==> src/rtl/serial_ifetch.sv <==
// Byte-serial instruction fetch: four little-endian byte reads from a synchronous
// program memory assemble one 32-bit instruction, which is registered and R-type decoded.
module serial_ifetch #(
  parameter int ADDR_W = 32,
  parameter int CNT_W  = 16
) (
  input  logic              clk,
  input  logic              reset,
  input  logic [ADDR_W-1:0] pc_addr,
  input  logic              fetch_req,
  output logic              fetch_busy,
  output logic              mem_rd,
  output logic [ADDR_W-1:0] mem_addr,
  input  logic [7:0]        mem_rdata,
  output logic              instr_valid,
  output logic [31:0]       instr,
  output logic              misalign_err,
  output logic [6:0]        opcode,
  output logic [4:0]        rd,
  output logic [2:0]        funct3,
  output logic [4:0]        rs1,
  output logic [4:0]        rs2,
  output logic [6:0]        funct7,
  output logic              is_rtype,
  output logic [CNT_W-1:0]  fetch_cnt
);

  typedef enum logic [1:0] {
    IDLE  = 2'd0,
    READ  = 2'd1,
    DRAIN = 2'd2
  } state_t;

  localparam logic [ADDR_W-1:0] ADDR_ONE = ADDR_W'(1);
  localparam logic [CNT_W-1:0]  CNT_ONE  = CNT_W'(1);
  localparam logic [6:0]        OP_RTYPE = 7'b0110011;

  state_t              state_q;
  logic [1:0]          k_q;
  logic [23:0]         buf_q;
  logic [ADDR_W-1:0]   mem_addr_q;
  logic                mem_rd_q;
  logic                busy_q;
  logic [31:0]         instr_q;
  logic                valid_q;
  logic                misalign_q;
  logic [CNT_W-1:0]    cnt_q;

  // Handshake: fetch_req is a level sampled only in IDLE; a request seen while
  // busy is dropped, and each accepted request yields exactly one instr_valid pulse.
  always_ff @(posedge clk) begin
    if (reset) begin
      state_q    <= IDLE;
      k_q        <= 2'd0;
      buf_q      <= 24'd0;
      mem_addr_q <= '0;
      mem_rd_q   <= 1'b0;
      busy_q     <= 1'b0;
      instr_q    <= 32'd0;
      valid_q    <= 1'b0;
      misalign_q <= 1'b0;
      cnt_q      <= '0;
    end else begin
      valid_q    <= 1'b0;
      misalign_q <= 1'b0;
      case (state_q)
        IDLE: begin
          if (fetch_req) begin
            if (pc_addr[1:0] == 2'b00) begin
              state_q    <= READ;
              k_q        <= 2'd0;
              mem_addr_q <= pc_addr;
              mem_rd_q   <= 1'b1;
              busy_q     <= 1'b1;
            end else begin
              misalign_q <= 1'b1;
            end
          end
        end
        READ: begin
          // Data for read k-1 arrives while read k is being issued.
          case (k_q)
            2'd1:    buf_q[7:0]   <= mem_rdata;
            2'd2:    buf_q[15:8]  <= mem_rdata;
            2'd3:    buf_q[23:16] <= mem_rdata;
            default: ;
          endcase
          k_q <= k_q + 2'd1;
          if (k_q == 2'd3) begin
            state_q  <= DRAIN;
            mem_rd_q <= 1'b0;
          end else begin
            mem_addr_q <= mem_addr_q + ADDR_ONE;
          end
        end
        DRAIN: begin
          instr_q <= {mem_rdata, buf_q};
          valid_q <= 1'b1;
          cnt_q   <= cnt_q + CNT_ONE;
          busy_q  <= 1'b0;
          state_q <= IDLE;
        end
        default: begin
          state_q  <= IDLE;
          mem_rd_q <= 1'b0;
          busy_q   <= 1'b0;
        end
      endcase
    end
  end

  assign fetch_busy   = busy_q;
  assign mem_rd       = mem_rd_q;
  assign mem_addr     = mem_addr_q;
  assign instr_valid  = valid_q;
  assign instr        = instr_q;
  assign misalign_err = misalign_q;
  assign fetch_cnt    = cnt_q;

  assign opcode   = instr_q[6:0];
  assign rd       = instr_q[11:7];
  assign funct3   = instr_q[14:12];
  assign rs1      = instr_q[19:15];
  assign rs2      = instr_q[24:20];
  assign funct7   = instr_q[31:25];
  assign is_rtype = (instr_q[6:0] == OP_RTYPE);

endmodule

==> config.mk <==
export PLATFORM = sky130hd
export DESIGN_NAME = serial_ifetch
export DESIGN_NICKNAME = d
export VERILOG_FILES = /design/src/rtl/serial_ifetch.sv
export SDC_FILE = /design/constraint.sdc
export NUM_CORES = 1
export LEC_CHECK = 0
export ABC_AREA = 1
export CAP_MARGIN = 15
export CORE_ASPECT_RATIO = 1.2
export CORE_MARGIN = 1.5
export CORE_UTILIZATION = 48
export DETAILED_ROUTE_END_ITERATION = 8
export PLACE_DENSITY = 0.81
export SYNTH_ARGS = -nofsm -noshare
export SYNTH_HDL_FRONTEND = slang
export SYNTH_SLANG_ARGS = --single-unit
==> constraint.sdc <==
create_clock -name clk -period 1.6 [get_ports clk]
set_input_delay 0.32 -clock clk [delete_from_list [all_inputs] [get_ports clk]]
set_output_delay 0.32 -clock clk [all_outputs]
set_load 0.01 [all_outputs]
# Word-level counts from Yosys, hierarchy flattened

Cells that the tools add are included.

Register bits after elaboration: 112
Input port bits: 43
Output and inout port bits: 117
Logic and storage cells: 59

Add/sub/neg operators: 3
Equality and inequality tests: 10
Muxes and demuxes: 18
Bitwise gates (word level): 4
Reductions and logical operators: 12

Operators with widths:

| kind                  | count |
|---|---|
| $mux 32               | 3 |
| $pmux 32 s2           | 1 |
| $add 32x1->32 const B | 1 |
| $add 16x1->16 const B | 1 |
| $mux 2                | 5 |
| $reduce_and 3->1      | 3 |
| $ne 2x2->1 const B    | 4 |
| $pmux 2 s2            | 2 |
| $reduce_and 4->1      | 2 |
| $eq 7x6->1 const B    | 1 |
| $eq 2x2->1 const B    | 3 |
| $reduce_and 2->1      | 3 |
| $mux 1                | 5 |
| $eq 2x1->1 const B    | 2 |
| $logic_not 2->1       | 2 |
| $not 1->1             | 4 |
| $pmux 1 s3            | 1 |
| $reduce_or 3->1       | 1 |
| $add 2x1->2 const B   | 1 |
| $pmux 1 s2            | 1 |
| $reduce_bool 2->1     | 1 |

# Logic depth before layout (Yosys ltp)

Gate-level depths: netlist (run 1).

Word-level depth: 4
Gate-level depth with buffers: 10
Depth with buffers taken out: 10

# Worst setup path after synthesis (run 1)

OpenSTA, ideal clock, no wires.

Path type: flip-flop to flip-flop
Start point: register mem_addr_q[0], in the netlist mem_addr[0]
End point: register mem_addr_q[26], in the netlist mem_addr[26]
Setup time: 0.132 ns
Data arrival time: 1.420 ns
Data required time: 1.468 ns
Path slack: 0.047 ns
Stages on the path, launching flop included: 11
Path buffers: 0
Period minus slack after synthesis: 1.553 ns
Cell sequence: dfxtp_1 ha_1 nand2_1 nor2_2 nand2_1 nor2_2 nand2_1 nand2_1 nand3_1 nand2_1 a21oi_1

Word-level cells in the longest chain between the ends: 3

Ends and longest elaborated chain:

| what                     | line | RTL |
|---|---|---|
| start: declaration       | 41   | `logic [ADDR_W-1:0] mem_addr_q;` |
| start signal: assignment | 72   | `mem_addr_q <= pc_addr;` |
| start signal: assignment | 93   | `mem_addr_q <= mem_addr_q + ADDR_ONE;` |
| $add 32x1->32            | 93   |  |
| $mux 32                  | 89   | `if (k_q == 2'd3) begin` |
| $pmux 32 s2              | 66   | `case (state_q)` |

No other way between the ends. The select of a mux whose other input is x is not followed.
A chain may end at the register's enable or synchronous reset.

# Final worst setup path (run 1)

Start point: register instr_q[31], in the netlist instr[31]
End point: output port instr[31]

RTL lines:

| what                     | line | RTL |
|---|---|---|
| start: declaration       | 44   | `logic [31:0] instr_q;` |
| start signal: assignment | 97   | `instr_q <= {mem_rdata, buf_q};` |
| end: declaration         | 16   | `output logic [31:0] instr,` |

No word-level cell between the ends.

==> results of run 1 <==
-- registers in the layout (all words and copies together) (netlist names) --
register / cells
fetch_busy: 1
instr_valid: 1
state_q: 2
mem_addr: 32
misalign_err: 1
k_q: 2
fetch_cnt: 16
mem_rd: 1
instr: 32
buf_q: 24
-- path summary, 6_finish.rpt --
kind         cells after the start      endpoint         from
min                              2      instr[8]     buf_q[8]
max                              1     instr[31]    instr[31]
max reg2reg                     10  mem_addr[22]  mem_addr[1]
min reg2reg                      2      instr[8]     buf_q[8]
-- worst min-delay path, stage by stage (launching register included) --
cell     delay (ns)
dfxtp_1        0.30
inv_1          0.06
a21oi_1        0.05
-- stage by stage --
stage | util [%] | instances
final | 71.2 | 1123
after CTS | 68.6 | 1119
after detailed placement | 65.8 | 1103
after global routing | 71.2 | 1123
after global placement | 65.8 | 1103
after floorplan | - | 809
-- routing by layer --
metal | vias to the layer above | GRT usage, % | wire (µm)
met5 | - | 0 | 0
met4 | 0 | 11.9 | 500
met3 | 33 | 3.12 | 901
met2 | 216 | 43.1 | 7570
met1 | 2564 | 29.2 | 6250
li1 | 2894 | - | -
-- synth_stat cells (all sizes together), types with 5 or more instances --
| cell | number |
|---|---|
| clkbuf | 16 |
| dfxtp | 112 |
| nor2 | 124 |
| nand3 | 45 |
| nand3b | 6 |
| nand2 | 182 |
| nor3 | 13 |
| buf | 49 |
| o21ai | 92 |
| a21oi | 89 |
| inv | 65 |
| ha | 5 |
-- cell type report --
type,count,area (µm²),share of cell area (%)
inverters,65,251,3.17
clock buffers,10,229,2.89
flip-flops and latches,112,2280,28.7
multi-input cells,567,2790,35.2
clock inverters,6,75.1,0.947
well taps,154,193,2.43
repair buffers,209,2110,26.7
-- what timing repair did --
action,in CTS,in global routing
setup endpoints to repair,74,93
buffers inserted,0,4
endpoints found under the hold margin,0,0
pin swaps,0,8
gates resized for setup,80,87
-- logic make-up after synthesis --
logic type,synth area share [%]
flops,40.6
simple gates,29.3
xor+xnor,0.159
buf+inv,11.5
compound gates,17.2
fa+ha+maj,1.13
-- power groups by stage --
stage	registers [mW]	logic, mW	clock network (mW)
global route	2.94	0.731	2.44
CTS	2.93	0.654	2.33
floorplan	3.00	0.287	0
finish	2.93	0.667	2.30
global placement	2.99	0.663	0
detailed placement	2.99	0.671	0
==> impl_metrics.py, run 1 <==
metrics = {
    "status": {
        "outcome": "complete, no violations",
    },
    "cells_and_area": {
        "drive_gt1_share_pct": 15.3,
        "syn2layout_area_growth_pct": 43.6,
        "fillers": 913,
        "layout_common_cells": "nand2_1 (165), nor2_1 (102), a21oi_1 (88)",
        "nNetsFinal": 1012,
        "antenna_cells": 0,
        "final_common_cell": "nand2_1",
        "stdcell_area_mm2": 0.00793,
    },
    "sta": {
        "skew_ns": 0.00551,
        "setup_viol": 0,
        "timing.final.ws_setup_ns": 0.0276,
        "hold_violations": 0,
        "max_slew_margin_pct": 69.8,
        "final.setup.tns_ns": 0,
        "fin_crit_ns": 1.57,
        "fmax_ghz": 0.636,
        "rsz0062_at_grt": "true",
        "holdWs_ns": 0.454,
        "maxSlewViolCount": 0,
        "tightest_slew_ns": 0.453,
        "period_share_pct": 98.3,
    },
    "global_route": {
        "grt_overflow": 0,
        "grt_pass1_wl_mm": 23.9,
        "grt_pass1_vias": 5183,
        "grt_use_total_pct": 24.5,
        "grt_max_degree": 65,
        "antenna_found_initial": 0,
    },
    "clock_tree": {
        "clock_path_buffers": 2,
        "clk_pin_slew_ns": 0.07,
        "holdBufCountCts": 0,
        "cts_tree": "built",
        "root_buffer": "clkbuf_16",
        "htreeDepth": 3,
        "clock_latency_ns": 0.35,
        "cts_buffers": 9,
        "clkSinkCount": 112,
    },
    "yosys": {
        "synth_top_area_cell": "dfxtp_1",
        "synth_seq_cells": 112,
        "yosys-top-cells-area": "dfxtp_1 (41%), nand2_1 (12%), a21oi_1 (8.0%), nor2_1 (7.7%), o21ai_0 (7.1%)",
        "synth-edff-count": 0,
        "synth_nets": 857,
        "ys_types": 34,
        "synth_top_flop_cell": "dfxtp_1",
        "synthCells": 809,
        "yosysSeqAreaShare_pct": 40.6,
        "async_flop_share_pct": 0,
        "yosysWarnings": 0,
        "synth_top_area_share_pct": 40.6,
        "synth_area_mm2": 0.00552,
        "avgSynthCellArea_um2": 6.82,
    },
    "pwr": {
        "power_density_mw_per_mm2": 745,
        "pwr-share-clk_pct": 39.0,
        "p_switching_mw": 1.48,
        "power.leakage_nw": 3.93,
        "p_int_mw": 4.42,
        "power_frac_comb_pct": 11.3,
        "swShare_pct": 25.1,
        "ir_drop_mv": 0.513,
        "fin_total_pwr_mw": 5.90,
        "seqPwrFrac_pct": 49.7,
    },
    "critical_path": {
        "crit_fanout": 3,
        "crit_path_cell_trace": "clkdlybuf4s50_1",
        "cp.required_ns": 1.28,
        "regToRegSetupSlack_ns": 0.06,
        "cpLargestDelayFamily": "buffers and inverters",
        "startpoint_type": "flop",
        "crit_buf_inv": 1,
        "crit_path_max_incr_delay_ns": 0.56,
        "slowest_stage": "clkdlybuf4s50_1",
        "arrival_ns": 1.25,
        "path_class": "reg2out",
        "cp-end-kind": "output pin",
    },
    "routing": {
        "dr.pass1.iters": 4,
        "wire_per_inst_um": 13.6,
        "drcViolationCount": 0,
        "drtIter0Drc": 201,
        "vias": 5707,
        "ant_nets": 0,
        "wl_mm": 15.2,
        "viasPerCell": 5.08,
    },
    "placed_design": {
        "io_buffers": 159,
        "post_dp_cell_area_mm2": 0.00733,
        "dp_slack_ns": -0.288,
        "hpwl_mm": 10.5,
        "place.gp.congestion": 0.906,
    },
    "die": {
        "design.core.area_mm2": 0.0111,
        "std_cell_rows": 42,
        "die_y_um": 120,
        "die_w_um": 101,
        "die_area_mm2": 0.0122,
        "start_util_pct": 49.6,
        "top_level_ports": 160,
    },
    "hold_path": {
        "hold_path.class": "reg2reg",
    },
    "flow_run": {
        "cap_violations": 0,
    },
}
Power figures use the tool's default switching activity.
==> run 2: changes to the inputs <==
CAP_MARGIN = 25   (was 15)
==> results of run 2 <==
The final DEF is identical to that of run 1; final timing and power are the same.
==> RTL edit 1, RTL diff (config.mk and constraints of run 2) <==
Make the reset (`reset`) asynchronous in one clocked block.
--- a/src/rtl/serial_ifetch.sv
+++ b/src/rtl/serial_ifetch.sv
@@ -48,7 +48,7 @@
 
   // Handshake: fetch_req is a level sampled only in IDLE; a request seen while
   // busy is dropped, and each accepted request yields exactly one instr_valid pulse.
-  always_ff @(posedge clk) begin
+  always_ff @(posedge clk or posedge reset) begin
     if (reset) begin
       state_q    <= IDLE;
       k_q        <= 2'd0;
Function: differs if reset is asserted again (counterexample within 4 cycles, from zero or initial values and one cycle with reset high); with reset held inactive, the same outputs for 10 cycles.
==> RTL edit 1 against run 2 <==
- the run now ends with negative setup slack left
- sequential cell count unchanged
- worst setup slack got worse by 0.086 ns
- design area grew 12%
- clock skew is 0.0061 ns higher
- area after synthesis grew 6.3%
- die area rose by 6.1%
- routed wire length is 25% higher
- critical path type is now reg2reg
- critical endpoint is now mem_addr[16]
Power is not compared: it rests on default switching activity, and its combinational part moved more than twofold at a synthesized area within 25%.
==> RTL edit 1: results (changes against run 2) <==
status=complete, but fails checks; failing checks=negative setup slack; pre-CTS setup slack=-0.255 ns (+0.0329 ns); WHS=0.399 ns (-0.0551 ns); crit-path max FO=4 (+1); Internal=9.80 mW; synthesized-area fraction occupied by adder cells=1.07% (-0.067 points); setup TNS=-0.196 ns (-0.196 ns); RePlAce Congestion=0.890 (-1.8%); met2 Track Usage GR=44.1% (+0.96 points); dpl hpwl=11.3 mm (+7.7%); Inverters=68 (+4.6%); Synth Area in Compound Gates=7.19% (-10 points); critical path's top delay family=simple AND/OR/NAND/NOR gates; area of the multi-input gates=0.00272 sq mm (-2.5%); Signal buf overhead=29.1% (+2.4 points); number of global-route vias before repair=5,478 (+5.7%); met1 Resource Use GR=30.7% (+1.5 points); Setup Viol. Count Final=9 (+9); Setup WS post-layout=-0.0589 ns (-0.0865 ns); #MultiIn Comb=555 (-2.1%); Final clock-cell share=3.29% (-0.55 points); Filler Cell Count=855 (-6.4%); Repair and plain buffers=272 (+30%); drt drc=0 (unchanged); synth cell count leaders=nand2_1 (288), dfrtp_1 (112), nor2_1 (99), inv_1 (65), o21ai_0 (55); Layout Nets=1,066 (+5.3%); routed length on met1=7.23 mm (+16%); vias=6,269 (+9.8%); Seq/Total Area, Yosys=47.8% (+7.2 points); Routed WL=19.0 mm (+25%); DR WL met2=9.37 mm (+24%); Async SR Flop Fraction=100% (+100 points); Syn Area/Cell=7.43 sq um (+8.8%); Slowest cell on crit path=dfrtp_1; first-pass GRT wire length=25.7 mm (+7.4%); Rel. slew slack=73.3% (+3.6 points); Synth area leaders=dfrtp_1 (48%), nand2_1 (18%), nor2_1 (6.3%); Pre-Repair DR Iteration Count=5 (+1); Synth Area in XOR/XNOR=2.39% (+2.2 points); Distinct cells, synth=33 (-2.9%); most used flip-flop cell after synthesis=dfrtp_1; RR Startpoint=mem_addr[7]; largest net degree at the start of global routing=77 (+18%); met3 usage=2.83% (-0.30 points); gr usage total=25.0% (+0.51 points); setup bufs post-CTS=33 (+33); HP Class=in2async; DR iter-0 viols=425 (+110%); Vias per Instance=5.29 (+4.2%); critical path type=reg2reg; ratio of cells with drive above 1 in the final layout=20.4% (+5.2 points); fraction of area in registers=31.7% (+3.0 points); Worst Clk Skew=0.0116 ns (+0.00606 ns); Worst Path Arrival=1.91 ns (+0.66 ns); Net Count, Synth=838 (-2.2%)
## RTL edit 1: cell count changes in the layout (fill, tap and decap cells not counted), moves of 14 or more
cell / run 2 / this run
nand2_1: 165 / 272
dfrtp_1: 0 / 102
dfxtp_1: 86 / 0
a21oi_1: 88 / 6
buf_4: 42 / 97
nor2_1: 102 / 71
dfxtp_2: 25 / 0
o21ai_0: 77 / 52
dlygate4sd2_1: 45 / 65
dlymetal6s2s_1: 50 / 36
## RTL edit 1: cell families (layout without fill, tap and decap cells)
family	Yosys count	count (layout)
AO/OA/AOI/OAI	78	78
adder cells (fa/ha/maj)	5	5
AND/OR/NAND/NOR	456	456
flip-flops	112	112
XOR/XNOR	16	16
buffers and inverters	123	356
## RTL edit 1: metrics by stage
step                      utilization, %  cell area [sq um]
after floorplan                        -               5880
after CTS                           69.0               8280
after detailed placement            65.0               7800
after global routing                73.9               8870
final                               73.9               8870
after global placement              65.0               7800
==> RTL edit 2, RTL diff (settings of run 2) <==
Without the edit above. The parameter `CNT_W` goes from 16 to 32.
--- a/src/rtl/serial_ifetch.sv
+++ b/src/rtl/serial_ifetch.sv
@@ -2,7 +2,7 @@
 // program memory assemble one 32-bit instruction, which is registered and R-type decoded.
 module serial_ifetch #(
   parameter int ADDR_W = 32,
-  parameter int CNT_W  = 16
+  parameter int CNT_W  = 32
 ) (
   input  logic              clk,
   input  logic              reset,
Interface: changed (resized fetch_cnt); port bits go from 160 to 176. The function was not compared with the original's and may differ.
==> RTL edit 2 against run 2 <==
- hold slack worse by 0.22 ns
- area after synthesis up 16%
- sequential cell count up 16
- design area up 15%
- fmax down 0.14%
- total power up 35%
- routed wire length up 23%
- core utilization down 1.5 points
- worst setup slack worse by 0.0022 ns
- largest cell class unchanged
==> RTL edit 2: results (changes against run 2) <==
status=finished clean; WL met3=1.11 mm (+23%); non-filler instance count after layout=1,347 (+20%); Routed WL=18.8 mm (+23%); routed length on met1=7.83 mm (+25%); largest net degree at the start of global routing=57 (-12%); Internal=5.97 mW (+35%); Clk Latency, worst-skew pair=0.42 ns (+0.07 ns); Distinct cells, synth=33 (-2.9%); ratio of cells with drive above 1 in the final layout=14.7% (-0.60 points); Synth area leaders=dfxtp_1 (40%), nand2_1 (14%), nor2_1 (10%); min-delay src=reset; slowest cell delay on critical path=0.33 ns (-0.23 ns); Inverters=78 (+20%); Clock Sinks=128 (+14%); Post-Place Cells=1,310 (+19%); dpl cell area=0.00847 sq mm (+16%); #MultiIn Comb=702 (+24%); fraction of area in multi-input gates=36.0% (+0.79 points); Syn Area/Cell=6.58 sq um (-3.6%); Filler Cell Count=1,193 (+31%); Final clock-cell share=6.68% (+2.8 points); VDD IR max=0.552 mV (+7.7%); met1 Resource Use GR=31.4% (+2.1 points); Slowest cell on crit path=dfxtp_2; HP Class=in2reg; Repair and plain buffers=239 (+14%); dpl hpwl=13.2 mm (+25%); Seq/Total Area, Yosys=40.0% (-0.66 points); H-tree depth=4 (+1); WHS=0.230 ns (-0.224 ns); Layout Nets=1,214 (+20%); # port buffers=175 (+10%); DR WL met2=9.43 mm (+25%); Ant. Diodes=0 (unchanged); first-pass GRT wire length=29.3 mm (+23%); CLK BUF=18 (+8); Hold EP=state_q[1]; initial antenna violation count=1 (+1); Worst Clk Skew=0.0125 ns (+0.00701 ns); crit path launch=instr[2]; Gate power share=8.2% (-3.1 points); met3 usage=5.84% (+2.7 points); Rel. slew slack=75.6% (+5.8 points); DR iter-0 viols=457 (+130%); Setup crit end=is_rtype; RR Startpoint=mem_addr[0]; Reg2Reg Setup Slack=0.03 ns (-0.03 ns); synth cell count leaders=nand2_1 (240), nor2_1 (171), dfxtp_1 (128), a21oi_1 (86), o21ai_0 (86); Signal buf overhead=23.1% (-3.6 points); top cell type's share of synthesized area=40.0% (-0.66 points); RePlAce Congestion=0.970 (+7.0%); Leakage=4.02 nW (+2.1%); vias=6,912 (+21%); crit-path max FO=4 (+1); gr usage total=26.4% (+1.9 points); critical path's top delay family=simple AND/OR/NAND/NOR gates; Pre-Repair DR Iteration Count=5 (+1)
-- RTL edit 2: changes by cell type after synthesis, moves of 6 or more --
cell / change
dfxtp_1: +16
o21ai_1: -14
nor2_1: +58
clkbuf_1: +8
o21ai_0: +8
nand3_1: +12
inv_1: +16
xor2_1: +6
nand2_2: -6
buf_2: -6
nand2_1: +67
-- RTL edit 2: stage by stage --
step                setup TNS (ns)  setup slack (ns)  power [mW]
finish                           0            0.0255        8.00
CTS                              0           0.00711        8.02
detailed placement          -12.06            -0.447        4.07
global route                -0.293           -0.0732        8.25
global placement            -10.39            -0.398        4.06
floorplan                        0           0.00823        3.68
-- RTL edit 2: logic make-up (layout without fill, tap and decap cells) --
group / Yosys count / after routing / share of synthesized area, %
XOR/XNOR: 11 / 11 / 1.50
AND/OR/NAND/NOR: 501 / 501 / 32.1
buffers and inverters: 145 / 349 / 10.5
AO/OA/AOI/OAI: 185 / 185 / 14.9
flip-flops: 128 / 128 / 40.0
adder cells (fa/ha/maj): 5 / 5 / 0.975
